[src/rtl/seq_mag_comparator.sv]
// seq_mag_comparator: multi-cycle MSB-first magnitude comparator.
// Compares two WIDTH-bit operands DIGIT bits per clock, in unsigned or
// two's-complement mode. It can stop at the first differing digit, and it
// reports one-hot less/equal/greater flags plus the number of digit steps
// examined, through a start/busy/done handshake.
module seq_mag_comparator #(
   parameter int WIDTH      = 8,
   parameter int DIGIT      = 2,
   parameter bit EARLY_EXIT = 1'b1,
   localparam int N         = WIDTH / DIGIT,
   localparam int DW        = $clog2(N) + 1
) (
   input  logic             clk,
   input  logic             rst_n,
   input  logic             start,
   input  logic             signed_mode,
   input  logic [WIDTH-1:0] Din_A,
   input  logic [WIDTH-1:0] Din_B,
   output logic             busy,
   output logic             done,
   output logic             less,
   output logic             equal,
   output logic             greater,
   output logic [DW-1:0]    digits
);

   // Counter width; kept at least one bit so the N = 1 case still elaborates.
   localparam int CW = (N > 1) ? $clog2(N) : 1;

   typedef enum logic {
      IDLE,
      RUN
   } state_t;

   // Sticky decision: set once at the first differing digit, then held.
   typedef enum logic [1:0] {
      DEC_NONE,
      DEC_LT,
      DEC_GT
   } dec_t;

   state_t           state_q, state_d;
   dec_t             dec_q, dec_d;
   logic [WIDTH-1:0] sa_q, sb_q;
   logic [CW-1:0]    cnt_q;
   logic [WIDTH-1:0] cap_a, cap_b;
   logic [DIGIT-1:0] dig_a, dig_b;
   logic             accept;
   logic             finish;
   logic             set_now;

   assign busy  = (state_q == RUN);
   assign dig_a = sa_q[WIDTH-1 -: DIGIT];
   assign dig_b = sb_q[WIDTH-1 -: DIGIT];

   // Operand capture: signed operands become offset-binary so the digit
   // compare below is always unsigned.
   always_comb begin
      cap_a = Din_A;
      cap_b = Din_B;
      if (signed_mode) begin
         cap_a[WIDTH-1] = ~Din_A[WIDTH-1];
         cap_b[WIDTH-1] = ~Din_B[WIDTH-1];
      end
   end

   // State register.
   always_ff @(posedge clk) begin
      if (!rst_n) state_q <= IDLE;
      else        state_q <= state_d;
   end

   // Next-state, per-digit decision and finish detection.
   always_comb begin
      // NOTE: every output of this block gets a default first, so no path can
      // leave a signal unassigned and infer a latch.
      state_d = state_q;
      dec_d   = dec_q;
      accept  = 1'b0;
      finish  = 1'b0;
      set_now = 1'b0;
      case (state_q)
         IDLE: begin
            if (start) begin
               accept  = 1'b1;
               state_d = RUN;
            end
         end
         RUN: begin
            if ((dec_q == DEC_NONE) && (dig_a != dig_b)) begin
               set_now = 1'b1;
               dec_d   = (dig_a > dig_b) ? DEC_GT : DEC_LT;
            end
            if ((EARLY_EXIT && set_now) || (cnt_q == CW'(N - 1))) begin
               finish  = 1'b1;
               state_d = IDLE;
            end
         end
         default: state_d = IDLE;
      endcase
   end

   // Datapath: shift registers, digit counter, decision and result registers.
   always_ff @(posedge clk) begin
      // NOTE: non-blocking assignments throughout, so every register here
      // samples the values from before the edge regardless of statement order.
      if (!rst_n) begin
         sa_q    <= '0;
         sb_q    <= '0;
         cnt_q   <= '0;
         dec_q   <= DEC_NONE;
         done    <= 1'b0;
         less    <= 1'b0;
         equal   <= 1'b0;
         greater <= 1'b0;
         digits  <= '0;
      end else begin
         done <= 1'b0;
         if (accept) begin
            sa_q  <= cap_a;
            sb_q  <= cap_b;
            cnt_q <= '0;
            dec_q <= DEC_NONE;
         end else if (state_q == RUN) begin
            sa_q  <= sa_q << DIGIT;
            sb_q  <= sb_q << DIGIT;
            cnt_q <= cnt_q + CW'(1);
            dec_q <= dec_d;
            if (finish) begin
               done    <= 1'b1;
               less    <= (dec_d == DEC_LT);
               equal   <= (dec_d == DEC_NONE);
               greater <= (dec_d == DEC_GT);
               digits  <= DW'(cnt_q) + DW'(1);
            end
         end
      end
   end

endmodule

[config.mk]
export PLATFORM = sky130hd
export DESIGN_NAME = seq_mag_comparator
export DESIGN_NICKNAME = d
export VERILOG_FILES = /design/src/rtl/seq_mag_comparator.sv
export SDC_FILE = /design/constraint.sdc
export NUM_CORES = 1
export LEC_CHECK = 0
export BUFFER_PORTS_ARGS = -buffer_cell sky130_fd_sc_hd__clkbuf_2
export CORE_MARGIN = 5
export CORE_UTILIZATION = 40
export DETAILED_ROUTE_END_ITERATION = 12
export SLEW_MARGIN = 15
export SYNTH_ARGS = -nofsm -noshare
export SYNTH_HDL_FRONTEND = slang
export SYNTH_SLANG_ARGS = --single-unit
[constraint.sdc]
create_clock -name clk -period 1.2 [get_ports clk]
set_input_delay 0.06 -clock clk [delete_from_list [all_inputs] [get_ports clk]]
set_output_delay 0.06 -clock clk [all_outputs]
set_load 0.02 [all_outputs]
# After elaboration in Yosys (flattened, before gate mapping)
# Index checks and enable logic that the tools add are counted.
# word_totals
reg_bits	28
in_bits	20
out_inout_bits	8
elab_cells	48
# classes
add_sub_neg	2
order_cmp	1
eq_ne	4
mux	18
n_bitwise	5
reduce_logical	8
# op_table
operator	n
2-to-1 mux 8 bit	4
2-to-1 mux 1 bit	10
2-to-1 mux 2 bit	3
NOT 1 bit	5
== test 2 bit (second input constant)	2
zero test 2 bit	2
adder 2 x 1 -> 3 bit (second input constant)	1
AND reduction 3 bit	1
OR reduction 3 bit	1
adder 2 x 1 -> 2 bit (second input constant)	1
== test 2 x 1 -> 1 bit (second input constant)	1
> comparator 2 bit	1
inequality test 2 bit	1
one-hot mux 1 bit (2 select lines)	1
nonzero test 2 bit	1
OR reduction 2 bit	1
logical AND 1 bit	1
logical OR 1 bit	1

# Longest topological paths before layout
# depth
word_depth	8
ltp_mapped	5
depth_no_buf	5

# Worst setup path before layout
# OpenSTA, ideal clock, no wires.
# synth_timing
kind	reg2reg
startpoint	register sb_q[7]
endpoint	register digits[0]
setup_ps	72
arrival_ps	1271
required_ps	1128
path_slack_ps	-143
path_stages_with_launch	6
synth_period_minus_slack_ps	1343
cell_sequence	dfxtp_1 > inv_1 > ha_1 > a21o_1 > o21ai_2 > mux2i_1
# synth_via
elab_chain_len	8
# synth_rtl
element	line	rtl
from (decl)	44	logic [WIDTH-1:0] sa_q, sb_q;
from (signal assigned)	121	sb_q <= cap_b;
from (signal assigned)	126	sb_q <= sb_q << DIGIT;
inequality test 2 bit	90	if ((dec_q == DEC_NONE) && (dig_a != dig_b)) begin
logical AND 1 bit	90	
2-to-1 mux 1 bit	90	
2-to-1 mux 1 bit	82	case (state_q)
logical OR 1 bit	94	if ((EARLY_EXIT && set_now) || (cnt_q == CW'(N - 1))) begin
2-to-1 mux 1 bit	94	
2-to-1 mux 1 bit	82	
AND reduction 3 bit (no line)	--	
to (signal assigned)	134	digits <= DW'(cnt_q) + DW'(1);
to (decl)	24	output logic [DW-1:0] digits
# Every way passes these cells. The select of a mux whose other input is x is not followed.
# A chain may end at the register's enable or synchronous reset.

# Final worst setup path
# layout_timing
startpoint	register sa_q[6]
endpoint	register dec_q[0]
# layout_via
elab_chain_len	4
# layout_rtl
element	line	rtl
from (decl)	44	
from (signal assigned)	120	sa_q <= cap_a;
from (signal assigned)	125	sa_q <= sa_q << DIGIT;
> comparator 2 bit / inequality test 2 bit (equally long branches)	92, 90	
2-to-1 mux 2 bit / logical AND 1 bit (equally long branches)	92, 90	
2-to-1 mux 2 bit (*)	90	
2-to-1 mux 2 bit (*)	82	
to (signal assigned)	111	dec_q <= DEC_NONE;
to (signal assigned)	123	dec_q <= DEC_NONE;
to (signal assigned)	128	dec_q <= dec_d;
to (decl)	43	dec_t dec_q, dec_d;
# Mark *: on every way between the ends. The rest lies on a longest branch, timed or not.

==> results.md <==
- Cell Area, Synth: around 1300 sq um
- Setup WS post-layout: -0.123 ns
- Yosys top cell area share: roughly 43%
- Pins over their slew limit: 0
- Mapped Cells: around 140
- Post-DP HPWL: a little over 2000 um
- Pre-Repair DR Iteration Count: 4
- Core box area: about 3100 sq um
- Vias: ~1100
- Worst-path clk slew: between 0.15 and 0.2 ns
- Post-synth EDFFs: 0
- Hold wc startpoint: rst_n
- Grt ovf: 0
- Seq pwr share: about half
- Hold Path Sink: cnt_q[0]
- Clock root cell: clkbuf_4
- Peak supply drop: between 800 and 900 uV
- Fillcell total: approximately 300
- Outcome: complete, but fails checks
- Slew @ Worst Pin: around 0.38 ns
- Comb pwr share: between 20 and 30%
- Hold Path Class: input port to flop
- Maximum fanout along the worst path: 4
- Synth Area in XOR/XNOR: roughly 1.3%
- Core Rows: 20
- Worst EP required: between 1 and 1.5 ns
- Synth cell types: 31
- Worst hold path depth: 3
- Nets@finish: approximately 200
- Fin crit period: about 1.3 ns
- Synth area leader: dfxtp_1
- # DRC: 0
- All-Layer GR Usage: a little over an eighth
- Antenna fix cells: 0
- Sink Count: 28
- CTS tree: done
- Internal Power: around 0.0015 W
- Largest family of logic cells by synthesized area: multiplexers
- Synth Area in Compound Gates: between 10% and 20%
- Synth area leaders: dfxtp_1, mux2i_1, mux2_2, nor2_1, ha_1
- Synth-to-Final Area Change: 33.3%
- Post-DRT Antenna Nets: 0
- Wire per inst: about 12 um
- Most frequent cells in the layout: clkbuf_2, dfxtp_1, mux2i_1, nor2_1, buf_4
- Pwr Total: slightly above 0.002 W
- Pleak: ~0.78 nW
- Ports: 28
- R2R depth: 6
- Die height: a little under 70 um
- RR Startpoint: sa_q[6]
- Critical Path Source: sa_q[6]
- Hold_ws: about 0.081 ns
- Synth Net Count: about 160
- Worst setup EP type: flop
- Area of the die: 4540 sq um
- Most common cell after layout, fill and taps aside: clkbuf_2
- Syn_area_per_cell: around 9.8 sq um
- DRT Wirelength: roughly 2700 um
- Max cap viols: 0
- Max-slew headroom: about 74%
- Number of CTS-inserted buffers: 3
- Simple-gate area share of the yosys netlist: between 10% and 20%
- Mux contribution to synthesized area: a little under a quarter
- Insertion delay to the later sink of the worst-skew pair: between 0.3 and 0.4 ns
- Critical Path AT: between 1.5 and 2 ns
- Part of the power in the clock network: between 20% and 30%
- Starting Density: approximately 42%
- FFs w/ async S/R, synth: 0%
- Switching Power: around 0.00059 W
- Post-route setup TNS: -0.483 ns
- Adder-Cell Fraction of Synth Area: under 10%
- Final Cycle Share: 110%
- Worst setup path class: flop to flop
- Largest net degree at the start of global routing: 16
- Peak Freq: 756 MHz
- RR Endpoint: dec_q[0]
- Failing checks: negative setup slack
- Clock Path Buffers: 2
- Routability Congestion: a little under 0.8
- Unrepaired setup endpoints after global routing: yes
- Setup-failing EPs final: 6
- Die W: 67.4 um
- Layout cell share with drive strength beyond 1: 41.3%
- Register bit total from synthesis: 28
- Final Hold Viols: 0
- Initial antenna violation count: 0
- Vias in the first global route: between 1000 and 1500
- 1st-iter DRT viols: 73
- Power Dens Cells: roughly 1200 nW/um^2
- IO Port Bufs: 27
- Crit start category: flop
- Sw frac: 28.3%
- Main flop type after synthesis: dfxtp_1
- Ys Warns: 0
- H-tree levels: 1
- Register area share after synthesis: 42.6%
- Global-route wire length before repair: around 4500 um
- Worst reg2reg setup slack: -0.12 ns
- Via/cell ratio: between 4 and 5
- Fin Clk Skew: approximately 0.008 ns
per-layer routing:
layer / global-route usage [%] / wire (um)
met1: 16.1 / 1260
met2: 21.8 / 1290
met4: 3.04 / 21
met5: 0 / 0
met3: 4.49 / 143
final cells by class:
type / instances / area [sq um] / area share (%)
clock buffer: 4 / 36.3 / 2.07
multi-input combinational: 96 / 764 / 43.6
sequential: 28 / 569 / 32.5
inverter: 5 / 18.8 / 1.07
timing repair buffer: 46 / 310 / 17.7
tap: 44 / 55.1 / 3.14
per-stage QoR:
| step | worst slack [ns] | instances | util (%) | cell area (sq um) |
|---|---|---|---|---|
| final | -0.123 | 223 | 56.5 | 1750 |
| after floorplan | -0.00445 | 135 | - | 1350 |
| after global placement | -0.0567 | 210 | 51.1 | 1590 |
| after global routing | -0.203 | 223 | 56.5 | 1750 |
| after detailed placement | -0.115 | 210 | 51.1 | 1590 |
| after CTS | -0.139 | 219 | 54.2 | 1680 |
registers in the layout (all words and copies together), names as in the netlist:
register  count
busy          1
cnt_q         2
dec_q         2
digits        3
done          1
equal         1
greater       1
less          1
sa_q          8
sb_q          8
synthesized netlist by cell type, types with 2 or more instances:
cell / number
o21ai_1: 2
o21ai_0: 5
nor2b_1: 2
nor3b_1: 2
mux2_2: 9
mux2i_1: 19
nor2_1: 19
buf_6: 2
nand2_1: 6
nand2b_1: 5
clkbuf_1: 2
xor2_1: 2
o2111ai_1: 2
nand3_1: 2
o22ai_1: 2
inv_1: 4
a21oi_1: 6
ha_1: 3
buf_2: 2
dfxtp_1: 28
how the worst max path moves through the flow:
stage                end  slack, ns
5_1_grt        digits[0]      -0.20
3_5_place_dp   digits[1]      -0.12
6_report        dec_q[0]      -0.12
2_1_floorplan  digits[0]     -0.004
4_1_cts        digits[0]      -0.14
3_3_place_gp   digits[0]      -0.06
cell families after synthesis:
group           Yosys count
simple gates             38
mux                      29
flops                    28
compound gates           24
buf+inv                  11
fa+ha+maj                 3
xor+xnor                  2
power by group through the flow:
stage | Clock [W] | Combinational (W) | Sequential [W]
6_report | 0.000467 | 0.000568 | 0.00104
5_1_grt | 0.000531 | 0.000624 | 0.00105
4_1_cts | 0.000484 | 0.000502 | 0.00104
3_5_place_dp | 0 | 0.000477 | 0.00106
3_3_place_gp | 0 | 0.000469 | 0.00106
2_1_floorplan | 0 | 0.000318 | 0.00107
repair_timing:
item	CTS	global route
pin swaps	3	4
setup endpoints to repair	7	11
resized for setup	5	10
buffers inserted	1	4
hold buffers	4	0
hold endpoints to repair	4	0
worst max-delay path, cell delays in order, from the launching register on:
cell      delay (ns)
dfxtp_2         0.37
inv_2           0.04
ha_4            0.22
buf_4           0.14
nand2b_4        0.13
a211o_1         0.25
a21oi_1         0.11
No activity file was read; power rests on OpenSTA's default activity.
